===== src/rtl/aes_spi_sequencer_pkg.sv =====
// Shared types and sizing for the AES/SPI transfer sequencer.
package aes_spi_sequencer_pkg;

    localparam int unsigned NK_DEF = 4;
    localparam int unsigned BLK_W  = 128;
    localparam int unsigned WORD_W = 32;

    // Width of the data bus handed to the SPI master for a given key length.
    function automatic int unsigned data_w(input int unsigned nk);
        return BLK_W + nk * WORD_W;
    endfunction

    localparam int unsigned DATA_W = data_w(NK_DEF);

    typedef enum logic [1:0] {
        ST_IDLE = 2'd0,
        ST_XFER = 2'd1,
        ST_GAP  = 2'd2
    } state_e;

endpackage


===== src/rtl/aes_spi_sequencer_if.sv =====
// Request, SPI-master and status signals of the sequencer grouped as one bundle.
interface aes_spi_sequencer_if #(
    parameter int unsigned NK = aes_spi_sequencer_pkg::NK_DEF
) ();
    import aes_spi_sequencer_pkg::*;

    localparam int unsigned KEY_W = NK * WORD_W;
    localparam int unsigned DW    = data_w(NK);

    logic             key_valid;
    logic [KEY_W-1:0] key;
    logic             key_ready;
    logic             blk_valid;
    logic [BLK_W-1:0] blk;
    logic             blk_ready;
    logic             m_cs1;
    logic             m_cs2;
    logic [DW-1:0]    m_data;
    logic             m_done;
    logic             busy;
    logic             key_loaded;
    logic             err;
    logic             err_clr;

    // Sequencer side.
    modport master (
        input  key_valid, key, blk_valid, blk, m_done, err_clr,
        output key_ready, blk_ready, m_cs1, m_cs2, m_data, busy, key_loaded, err
    );

    // Requesters, SPI master and status consumer side.
    modport slave (
        output key_valid, key, blk_valid, blk, m_done, err_clr,
        input  key_ready, blk_ready, m_cs1, m_cs2, m_data, busy, key_loaded, err
    );

endinterface


===== src/rtl/aes_spi_sequencer.sv =====
// Arbitrates key-load and plaintext-block requests and drives one SPI-master
// transfer at a time, with done/timeout handling and an enforced idle gap.
module aes_spi_sequencer
    import aes_spi_sequencer_pkg::*;
#(
    parameter int unsigned NK          = NK_DEF,
    parameter int unsigned GAP_CYC     = 4,
    parameter int unsigned TIMEOUT_CYC = 4096
) (
    input  logic                clk,
    input  logic                rst,
    aes_spi_sequencer_if.master bus
);

    localparam int unsigned DW = data_w(NK);
    localparam int unsigned TW = $clog2(TIMEOUT_CYC);

    localparam logic [TW-1:0] TMO_LAST = TW'(TIMEOUT_CYC - 1);
    localparam logic [TW-1:0] GAP_LAST = TW'(GAP_CYC - 1);

    state_e          state_q,      state_d;
    logic [TW-1:0]   timer_q,      timer_d;
    logic            cs1_q,        cs1_d;
    logic            cs2_q,        cs2_d;
    logic [DW-1:0]   data_q,       data_d;
    logic            last_key_q,   last_key_d;
    logic            key_loaded_q, key_loaded_d;
    logic            err_q,        err_d;

    logic            grant_key_c;
    logic            grant_blk_c;

    // A key request yields to a pending block right after a key transfer.
    assign grant_key_c = (state_q == ST_IDLE) && bus.key_valid
                         && !(last_key_q && bus.blk_valid && key_loaded_q);
    assign grant_blk_c = (state_q == ST_IDLE) && !grant_key_c
                         && bus.blk_valid && key_loaded_q;

    always_comb begin
        state_d      = state_q;
        timer_d      = timer_q + TW'(1);
        cs1_d        = cs1_q;
        cs2_d        = cs2_q;
        data_d       = data_q;
        last_key_d   = last_key_q;
        key_loaded_d = key_loaded_q;
        err_d        = err_q & ~bus.err_clr;

        case (state_q)
            ST_IDLE: begin
                timer_d = '0;
                if (grant_key_c) begin
                    data_d     = DW'(bus.key);
                    cs1_d      = 1'b1;
                    last_key_d = 1'b1;
                    state_d    = ST_XFER;
                end else if (grant_blk_c) begin
                    data_d     = DW'(bus.blk);
                    cs2_d      = 1'b1;
                    last_key_d = 1'b0;
                    state_d    = ST_XFER;
                end
            end

            // Done takes priority over a timeout landing in the same cycle.
            ST_XFER: begin
                if (bus.m_done) begin
                    cs1_d        = 1'b0;
                    cs2_d        = 1'b0;
                    key_loaded_d = key_loaded_q | cs1_q;
                    timer_d      = '0;
                    state_d      = ST_GAP;
                end else if (timer_q == TMO_LAST) begin
                    cs1_d   = 1'b0;
                    cs2_d   = 1'b0;
                    err_d   = 1'b1;
                    timer_d = '0;
                    state_d = ST_GAP;
                end
            end

            ST_GAP: begin
                cs1_d = 1'b0;
                cs2_d = 1'b0;
                if (timer_q == GAP_LAST) begin
                    timer_d = '0;
                    state_d = ST_IDLE;
                end
            end

            default: begin
                cs1_d   = 1'b0;
                cs2_d   = 1'b0;
                timer_d = '0;
                state_d = ST_IDLE;
            end
        endcase
    end

    always_ff @(posedge clk or negedge rst) begin
        if (!rst) begin
            state_q      <= ST_IDLE;
            timer_q      <= '0;
            cs1_q        <= 1'b0;
            cs2_q        <= 1'b0;
            data_q       <= '0;
            last_key_q   <= 1'b0;
            key_loaded_q <= 1'b0;
            err_q        <= 1'b0;
        end else begin
            state_q      <= state_d;
            timer_q      <= timer_d;
            cs1_q        <= cs1_d;
            cs2_q        <= cs2_d;
            data_q       <= data_d;
            last_key_q   <= last_key_d;
            key_loaded_q <= key_loaded_d;
            err_q        <= err_d;
        end
    end

    assign bus.key_ready  = grant_key_c;
    assign bus.blk_ready  = grant_blk_c;
    assign bus.m_cs1      = cs1_q;
    assign bus.m_cs2      = cs2_q;
    assign bus.m_data     = data_q;
    assign bus.busy       = (state_q != ST_IDLE);
    assign bus.key_loaded = key_loaded_q;
    assign bus.err        = err_q;

endmodule


===== src/flat_wrapper.sv =====
// flat-port wrapper written by rule: the top's interface ports become plain ports
module aes_spi_sequencer_flat import aes_spi_sequencer_pkg::*;
#(
    parameter int unsigned NK          = NK_DEF,
    parameter int unsigned GAP_CYC     = 4,
    parameter int unsigned TIMEOUT_CYC = 4096
)
  (clk, rst, bus_key_valid, bus_key, bus_blk_valid, bus_blk, bus_m_done, bus_err_clr, bus_key_ready, bus_blk_ready, bus_m_cs1, bus_m_cs2, bus_m_data, bus_busy, bus_key_loaded, bus_err);
  aes_spi_sequencer_if #(.NK(NK)) bus_i ();
  input  logic clk;
  input  logic rst;
  input wire logic [$bits(bus_i.key_valid)-1:0] bus_key_valid;
  input wire logic [$bits(bus_i.key)-1:0] bus_key;
  input wire logic [$bits(bus_i.blk_valid)-1:0] bus_blk_valid;
  input wire logic [$bits(bus_i.blk)-1:0] bus_blk;
  input wire logic [$bits(bus_i.m_done)-1:0] bus_m_done;
  input wire logic [$bits(bus_i.err_clr)-1:0] bus_err_clr;
  output wire logic [$bits(bus_i.key_ready)-1:0] bus_key_ready;
  output wire logic [$bits(bus_i.blk_ready)-1:0] bus_blk_ready;
  output wire logic [$bits(bus_i.m_cs1)-1:0] bus_m_cs1;
  output wire logic [$bits(bus_i.m_cs2)-1:0] bus_m_cs2;
  output wire logic [$bits(bus_i.m_data)-1:0] bus_m_data;
  output wire logic [$bits(bus_i.busy)-1:0] bus_busy;
  output wire logic [$bits(bus_i.key_loaded)-1:0] bus_key_loaded;
  output wire logic [$bits(bus_i.err)-1:0] bus_err;
  assign bus_i.key_valid = bus_key_valid;
  assign bus_i.key = bus_key;
  assign bus_i.blk_valid = bus_blk_valid;
  assign bus_i.blk = bus_blk;
  assign bus_i.m_done = bus_m_done;
  assign bus_i.err_clr = bus_err_clr;
  assign bus_key_ready = bus_i.key_ready;
  assign bus_blk_ready = bus_i.blk_ready;
  assign bus_m_cs1 = bus_i.m_cs1;
  assign bus_m_cs2 = bus_i.m_cs2;
  assign bus_m_data = bus_i.m_data;
  assign bus_busy = bus_i.busy;
  assign bus_key_loaded = bus_i.key_loaded;
  assign bus_err = bus_i.err;
  aes_spi_sequencer #(.NK(NK), .GAP_CYC(GAP_CYC), .TIMEOUT_CYC(TIMEOUT_CYC)) u_core (.clk(clk), .rst(rst), .bus(bus_i));
endmodule

===== config.mk =====
export PLATFORM = sky130hd
export DESIGN_NAME = aes_spi_sequencer_flat
export DESIGN_NICKNAME = d
export VERILOG_FILES = /design/src/rtl/aes_spi_sequencer_pkg.sv /design/src/rtl/aes_spi_sequencer_if.sv /design/src/rtl/aes_spi_sequencer.sv /design/src/flat_wrapper.sv
export SDC_FILE = /design/constraint.sdc
export NUM_CORES = 1
export LEC_CHECK = 0
export CELL_PAD_IN_SITES_DETAIL_PLACEMENT = 1
export CELL_PAD_IN_SITES_GLOBAL_PLACEMENT = 2
export CORE_ASPECT_RATIO = 1.4
export CORE_MARGIN = 10
export CORE_UTILIZATION = 18
export CTS_CLUSTER_DIAMETER = 40
export DETAILED_ROUTE_END_ITERATION = 12
export PLACE_DENSITY = 0.79
export SYNTH_ARGS = -nofsm -noshare
export SYNTH_HDL_FRONTEND = slang
export SYNTH_SLANG_ARGS = --single-unit

===== constraint.sdc =====
create_clock -name clk -period 1.9 [get_ports clk]
set_clock_uncertainty 0.15 [all_clocks]
set_input_delay 0.285 -clock clk [delete_from_list [all_inputs] [get_ports clk]]
set_output_delay 0.285 -clock clk [all_outputs]
set_load 0.05 [all_outputs]

==> flow_metrics.py, run 1 <==
metrics = {
    "place": {
        "place_congestion": 0.760,
        "place_inst": 1749,
        "io_buffers": 396,
        "place.detailed.hpwl_mm": 26.6,
    },
    "routing": {
        "viasPerCell": 3.86,
        "ant_nets": 0,
        "topRoutingLayerUsed": "met4",
        "via_count": 7011,
        "dr_wl_met3_mm": 2.78,
        "routed_wl_mm": 33.9,
        "drcViolationCount": 0,
        "drtIter0Drc": 147,
        "drtPass1Iterations": 4,
        "wl_met2_mm": 18.1,
        "wl_per_cell_um": 18.7,
        "wl_met1_mm": 12.7,
    },
    "floorplanning": {
        "initial_core_util_pct": 18.1,
        "rows": 90,
        "dieHeight_um": 266,
        "pin_count": 525,
        "die-area_um2": 52000,
        "die_w_um": 196,
        "core_area_um2": 42900,
    },
    "timing": {
        "setup_viol": 102,
        "finalWorstSetupSlack_ns": -0.198,
        "final_hold_viol_count": 0,
        "setup_tns_ns": -4.42,
        "fin_crit_ns": 2.10,
        "slew_violations": 0,
        "max_freq_mhz": 477,
        "post-route-period-util_pct": 110,
        "rsz0062_at_grt": "yes",
    },
    "status": {
        "outcome": "finished with violations",
        "failed_checks": "negative setup slack",
    },
    "clock_network": {
        "clk_latency_ns": 0.43,
        "clockRootBuffer": "clkbuf_16",
        "cts.sinks": 147,
        "clock_path_buffers": 2,
        "cts_tree": "yes",
        "htree_levels": 4,
        "clk_pin_slew_worst_paths_ns": 0.07,
        "cts_buffers": 17,
    },
    "power_and_ir_drop": {
        "vdd_drop_max_mv": 0.648,
        "switching_share_pct": 48.4,
        "clockPowerShare_pct": 15.8,
        "sequentialPowerShare_pct": 22.1,
        "cellPowerDensity_nw_per_um2": 1770,
        "total_power_w": 0.0243,
        "combinationalPowerShare_pct": 62.1,
        "p_leak_nw": 6.06,
        "p_sw_w": 0.0118,
        "intPower_w": 0.0126,
    },
    "critical_path": {
        "arrival_ns": 1.66,
        "worst-r2r-cell-count": 9,
        "critPathKind": "reg -> out",
        "r2r_start": "u_core.state_q[0]",
        "path_max_fanout": 2,
        "worstPathRequired_ns": 1.46,
        "r2r_slack_ns": -0.09,
        "reg2reg_to": "u_core.bus.m_data[72]",
        "start_kind": "register",
        "endpoint_kind": "primary output",
    },
    "synth": {
        "syn_inst": 780,
        "synth_common_cells": "dfrtp_1, buf_4, nand2_1",
        "synth_cell_types": 36,
        "synthFlopType": "dfrtp_1",
        "synth_most_common_cell": "dfrtp_1",
        "ys_seq_area_share_pct": 47.3,
        "synth_top_area_share_pct": 47.3,
        "yosysWarnings": 0,
        "async_flop_share_pct": 100,
        "postSynthRegisterBits": 147,
        "yosys-top-cells-area": "dfrtp_1, mux2i_1, buf_4",
        "synth_area_um2": 7770,
        "yosysTopAreaCell": "dfrtp_1",
        "avgSynthCellArea_um2": 9.96,
        "synth-edff-count": 0,
    },
    "global_route": {
        "grt_max_degree": 45,
        "antenna_found_initial": 0,
        "grt_pass1_wl_mm": 48.8,
        "first_global_vias": 8013,
        "grt-ovfl-total": 0,
        "track_usage_pct": 12.0,
    },
    "finish": {
        "finalNonFillerCells": 1815,
        "drive_gt1_share_pct": 25.2,
        "nets": 1516,
        "syn_to_final_growth_pct": 77.0,
    },
    "flow_run": {
        "drv_cap": 0,
    },
    "min_path": {
        "hold_path.class": "in -> async",
    },
}
==> sequential cells by signal, summed over array words and instances, names as in the netlist <==
register and cells:
u_core.bus.key_loaded 1, u_core.bus.err 1, u_core.bus.m_cs2 1, u_core.timer_q 12
u_core.last_key_q 1, u_core.state_q 2, u_core.bus.m_data 128, u_core.bus.m_cs1 1
==> power groups by stage <==
| stage | registers, W | logic [W] | clock network (W) |
|---|---|---|---|
| after floorplan | 0.00995 | 0.00396 | 0 |
| after global placement | 0.00538 | 0.0133 | 0 |
| after detailed placement | 0.00546 | 0.0135 | 0 |
| after CTS | 0.00541 | 0.0139 | 0.00398 |
| final | 0.00539 | 0.0151 | 0.00384 |
| after global routing | 0.00559 | 0.0160 | 0.00413 |
==> how the worst max path moves through the flow <==
stage / to / startpoint / slack, ns
5_1_grt: bus_key_ready / u_core.state_q[0] / -0.27
6_report: bus_blk_ready / u_core.state_q[0] / -0.20
2_1_floorplan: bus_blk_ready / u_core.bus.key_loaded / -0.24
3_3_place_gp: u_core.bus.m_data[93] / bus_key_valid / -0.23
3_5_place_dp: u_core.bus.m_data[15] / bus_key_valid / -0.25
4_1_cts: bus_blk_ready / u_core.state_q[1] / -0.20
==> metal layers <==
metal / vias up / global-route usage (%)
met5: - / 0
met4: 0 / 2.52
met3: 14 / 4.36
met2: 322 / 22.4
met1: 3350 / 12.5
li1: 3325 / -
==> worst max-delay path: stages (launching register included) <==
cell        delay (ns)
dfrtp_1           0.40
inv_2             0.09
ha_4              0.16
buf_6             0.10
clkinvlp_4        0.11
nor3b_4           0.19
buf_6             0.18
==> cells in the final DEF (no fill, tap or decap), types with 14 or more instances in the layout <==
master / netlist / final
buf_12: 0 / 20
buf_4: 137 / 174
buf_6: 0 / 15
clkbuf_16: 0 / 25
clkdlybuf4s50_1: 0 / 260
conb_1: 1 / 128
dfrtp_1: 147 / 146
mux2i_1: 128 / 103
mux2i_4: 0 / 14
nand2_1: 133 / 132
nor2_1: 14 / 14
o21ai_0: 130 / 42
o21ai_1: 1 / 83
==> logic make-up after synthesis <==
logic type | share of synthesized area (%)
buffers and inverters | 15.6
and+or+nand+nor | 8.84
adders and majority gates | 0.805
AOI/OAI and AO/OA | 9.61
DFF | 47.3
other | 0.0483
xor gates and xnor gates | 1.01
muxes | 16.8
==> per-stage QoR <==
stage	area (um2)	setup WS, ns	hold slack [ns]	utilization (%)
2_1_floorplan	8300	-0.243	-0.161	-
3_3_place_gp	12200	-0.229	0.0203	28.4
3_5_place_dp	12200	-0.248	0.0178	28.4
4_1_cts	13000	-0.205	0.114	30.4
5_1_grt	13700	-0.267	0.125	32.0
6_report	13800	-0.198	0.132	32.1
==> final cells by class <==
cell class,count,area (um2)
Sequential cell,147,3680
Multi-Input combinational cell,581,3710
Clock buffer,18,429
Antenna cell,1,2.50
Clock inverter,14,223
Fill cell,4908,29200
Tap cell,552,691
Timing Repair Buffer,494,4980
Inverter,8,33.8
==> timing repair <==
item | in CTS | in global routing
cloned | 2 | 8
hold buffers | 1 | 0
hold endpoints to repair | 147 | 0
setup endpoints to repair | 122 | 139
pin swaps | 3 | 14
gates resized for setup | 21 | 173
setup buffers | 6 | 18
Note: power is estimated with default switching activity, not from simulation.
==> inputs of run 2 (changes only) <==
Settings changed: CAP_MARGIN set to 20, PLACE_DENSITY 0.79 to 0.89.
==> flow_metrics.py, run 2 (same netlist as run 1, synthesis figures left out) <==
metrics = {
    "status": {
        "outcome": "finished with violations",
        "failed_checks": "negative setup slack",
    },
    "power_and_ir_drop": {
        "p_sw_w": 0.0119,
        "cellPowerDensity_nw_per_um2": 1770,
        "p_leak_nw": 5.96,
        "switching_share_pct": 49.7,
        "sequentialPowerShare_pct": 22.5,
        "total_power_w": 0.0240,
        "vdd_drop_max_mv": 0.662,
        "clockPowerShare_pct": 15.1,
        "intPower_w": 0.0121,
        "combinationalPowerShare_pct": 62.3,
    },
    "floorplanning": {
        "die-area_um2": 52000,
        "initial_core_util_pct": 18.1,
        "rows": 90,
        "die_w_um": 196,
        "core_area_um2": 42900,
        "dieHeight_um": 266,
        "pin_count": 525,
    },
    "place": {
        "place.detailed.hpwl_mm": 27.4,
        "io_buffers": 396,
        "place_area_um2": 12100,
        "place_congestion": 0.771,
    },
    "clock_network": {
        "clk_latency_ns": 0.44,
        "cts.sinks": 147,
        "cts_tree": "yes",
        "clock_path_buffers": 2,
        "htree_levels": 4,
        "cts_buffers": 17,
        "clk_pin_slew_worst_paths_ns": 0.07,
        "clockRootBuffer": "clkbuf_16",
    },
    "critical_path": {
        "critPathTopFamily": "buffers and inverters",
        "start_kind": "register",
        "reg2reg_to": "u_core.bus.m_data[93]",
        "critPathMostFrequentCell": "buf_12",
        "arrival_ns": 1.72,
        "crit_path_max_incr_delay_ns": 0.40,
        "endpoint": "bus_key_ready",
        "worstSetupStartpoint": "u_core.state_q[0]",
        "worst-path-buf-inv": 4,
        "r2r_start": "u_core.state_q[0]",
        "critPathKind": "reg -> out",
        "r2r_slack_ns": -0.21,
        "endpoint_kind": "primary output",
        "critPathSlowestCell": "dfrtp_1",
        "path_max_fanout": 3,
        "crit_cells": 7,
        "path_cells": "inv_2 -> ha_4 -> nand2_4 -> a21oi_4 -> buf_12 -> buf_8 -> buf_12",
        "worstPathRequired_ns": 1.46,
        "worst-r2r-cell-count": 11,
    },
    "timing": {
        "setup_viol": 122,
        "post-route-period-util_pct": 113,
        "rsz0062_at_grt": "yes",
        "fin_crit_ns": 2.15,
        "finalWorstSetupSlack_ns": -0.254,
        "final_hold_viol_count": 0,
        "max_freq_mhz": 464,
        "slew_violations": 0,
    },
    "finish": {
        "nets": 1517,
        "mostFrequentLayoutCells": "clkdlybuf4s50_1, buf_4, dfrtp_1, nand2_1, conb_1",
        "drive_gt1_share_pct": 25.1,
        "largest_register_ffs": 128,
        "syn_to_final_growth_pct": 74.1,
        "finalInstanceArea_um2": 13500,
        "final_common_cell": "clkdlybuf4s50_1",
        "final_util_pct": 31.5,
    },
    "routing": {
        "wl_per_cell_um": 19.4,
        "topRoutingLayerUsed": "met5",
        "drtIter0Drc": 163,
        "ant_nets": 0,
        "wl_met1_mm": 12.4,
        "drtPass1Iterations": 4,
        "drcViolationCount": 0,
        "wl_met2_mm": 18.4,
        "via_count": 7092,
        "routed_wl_mm": 35.1,
        "dr_wl_met3_mm": 3.49,
        "viasPerCell": 3.91,
    },
    "global_route": {
        "antenna_found_initial": 1,
        "first_global_vias": 8439,
        "grt_pass1_wl_mm": 51.1,
        "grt_max_degree": 49,
        "track_usage_pct": 12.8,
        "grt-ovfl-total": 0,
    },
    "min_path": {
        "hold_path.class": "in -> async",
    },
    "flow_run": {
        "drv_cap": 0,
    },
}
==> run 2: worst reg2reg max path, stage by stage, from the launching register on <==
cell and delay (ns):
dfrtp_1 0.40, inv_2 0.09, ha_4 0.16, nand2_4 0.06, a21oi_4 0.21, buf_12 0.14
buf_4 0.11, buf_12 0.13, buf_12 0.12, buf_8 0.12, mux2i_1 0.21, o21ai_1 0.08
==> run 2: cell type report <==
class	instances	area, um2
fillers	4892	29400
multi-input cells	581	3650
well taps	552	691
diodes	1	2.50
clock buffers	19	443
inverters	8	33.8
clock inverters	13	171
repair buffers	495	4860
flip-flops and latches	147	3680
==> run 2: what timing repair did <==
item | in CTS | in global routing
endpoints found under the hold margin | 64 | 0
buffers inserted | 23 | 13
setup endpoints to repair | 118 | 147
cloned | 5 | 1
hold buffers | 1 | 0
pin swaps | 7 | 19
gates resized for setup | 157 | 67
==> run 2: worst min-delay path by stage <==
stage / from / end / cells past startpoint
floorplan: rst / u_core.bus.err / 0
global placement: rst / u_core.bus.m_data[124] / 1
detailed placement: rst / u_core.bus.m_data[124] / 1
CTS: rst / u_core.bus.m_data[124] / 2
global route: rst / u_core.bus.m_data[124] / 2
finish: rst / u_core.bus.m_data[124] / 2
==> run 2: per-layer routing <==
| metal | up-vias | GRT usage [%] |
|---|---|---|
| li1 | 3317 | - |
| met1 | 3384 | 12.5 |
| met2 | 350 | 23.5 |
| met3 | 39 | 5.72 |
| met4 | 2 | 4.07 |
| met5 | - | 0 |
==> run 2: power groups by stage <==
stage | clock, W | sequential [W] | combinational [W]
floorplan | 0 | 0.00995 | 0.00396
global placement | 0 | 0.00537 | 0.0133
detailed placement | 0 | 0.00547 | 0.0136
CTS | 0.00378 | 0.00542 | 0.0149
global route | 0.00391 | 0.00559 | 0.0158
finish | 0.00363 | 0.00540 | 0.0149
==> run 2: through the flow <==
stage / cells / TNS [ns] / worst slack [ns] / hold slack, ns
finish: 1816 / -11.52 / -0.254 / 0.182
CTS: 1815 / -15.01 / -0.261 / 0.159
global placement: 1754 / -21.29 / -0.250 / 0.0858
global route: 1815 / -21.94 / -0.330 / 0.175
floorplan: 907 / -0.243 / -0.243 / -0.161
detailed placement: 1754 / -26.94 / -0.323 / 0.0806
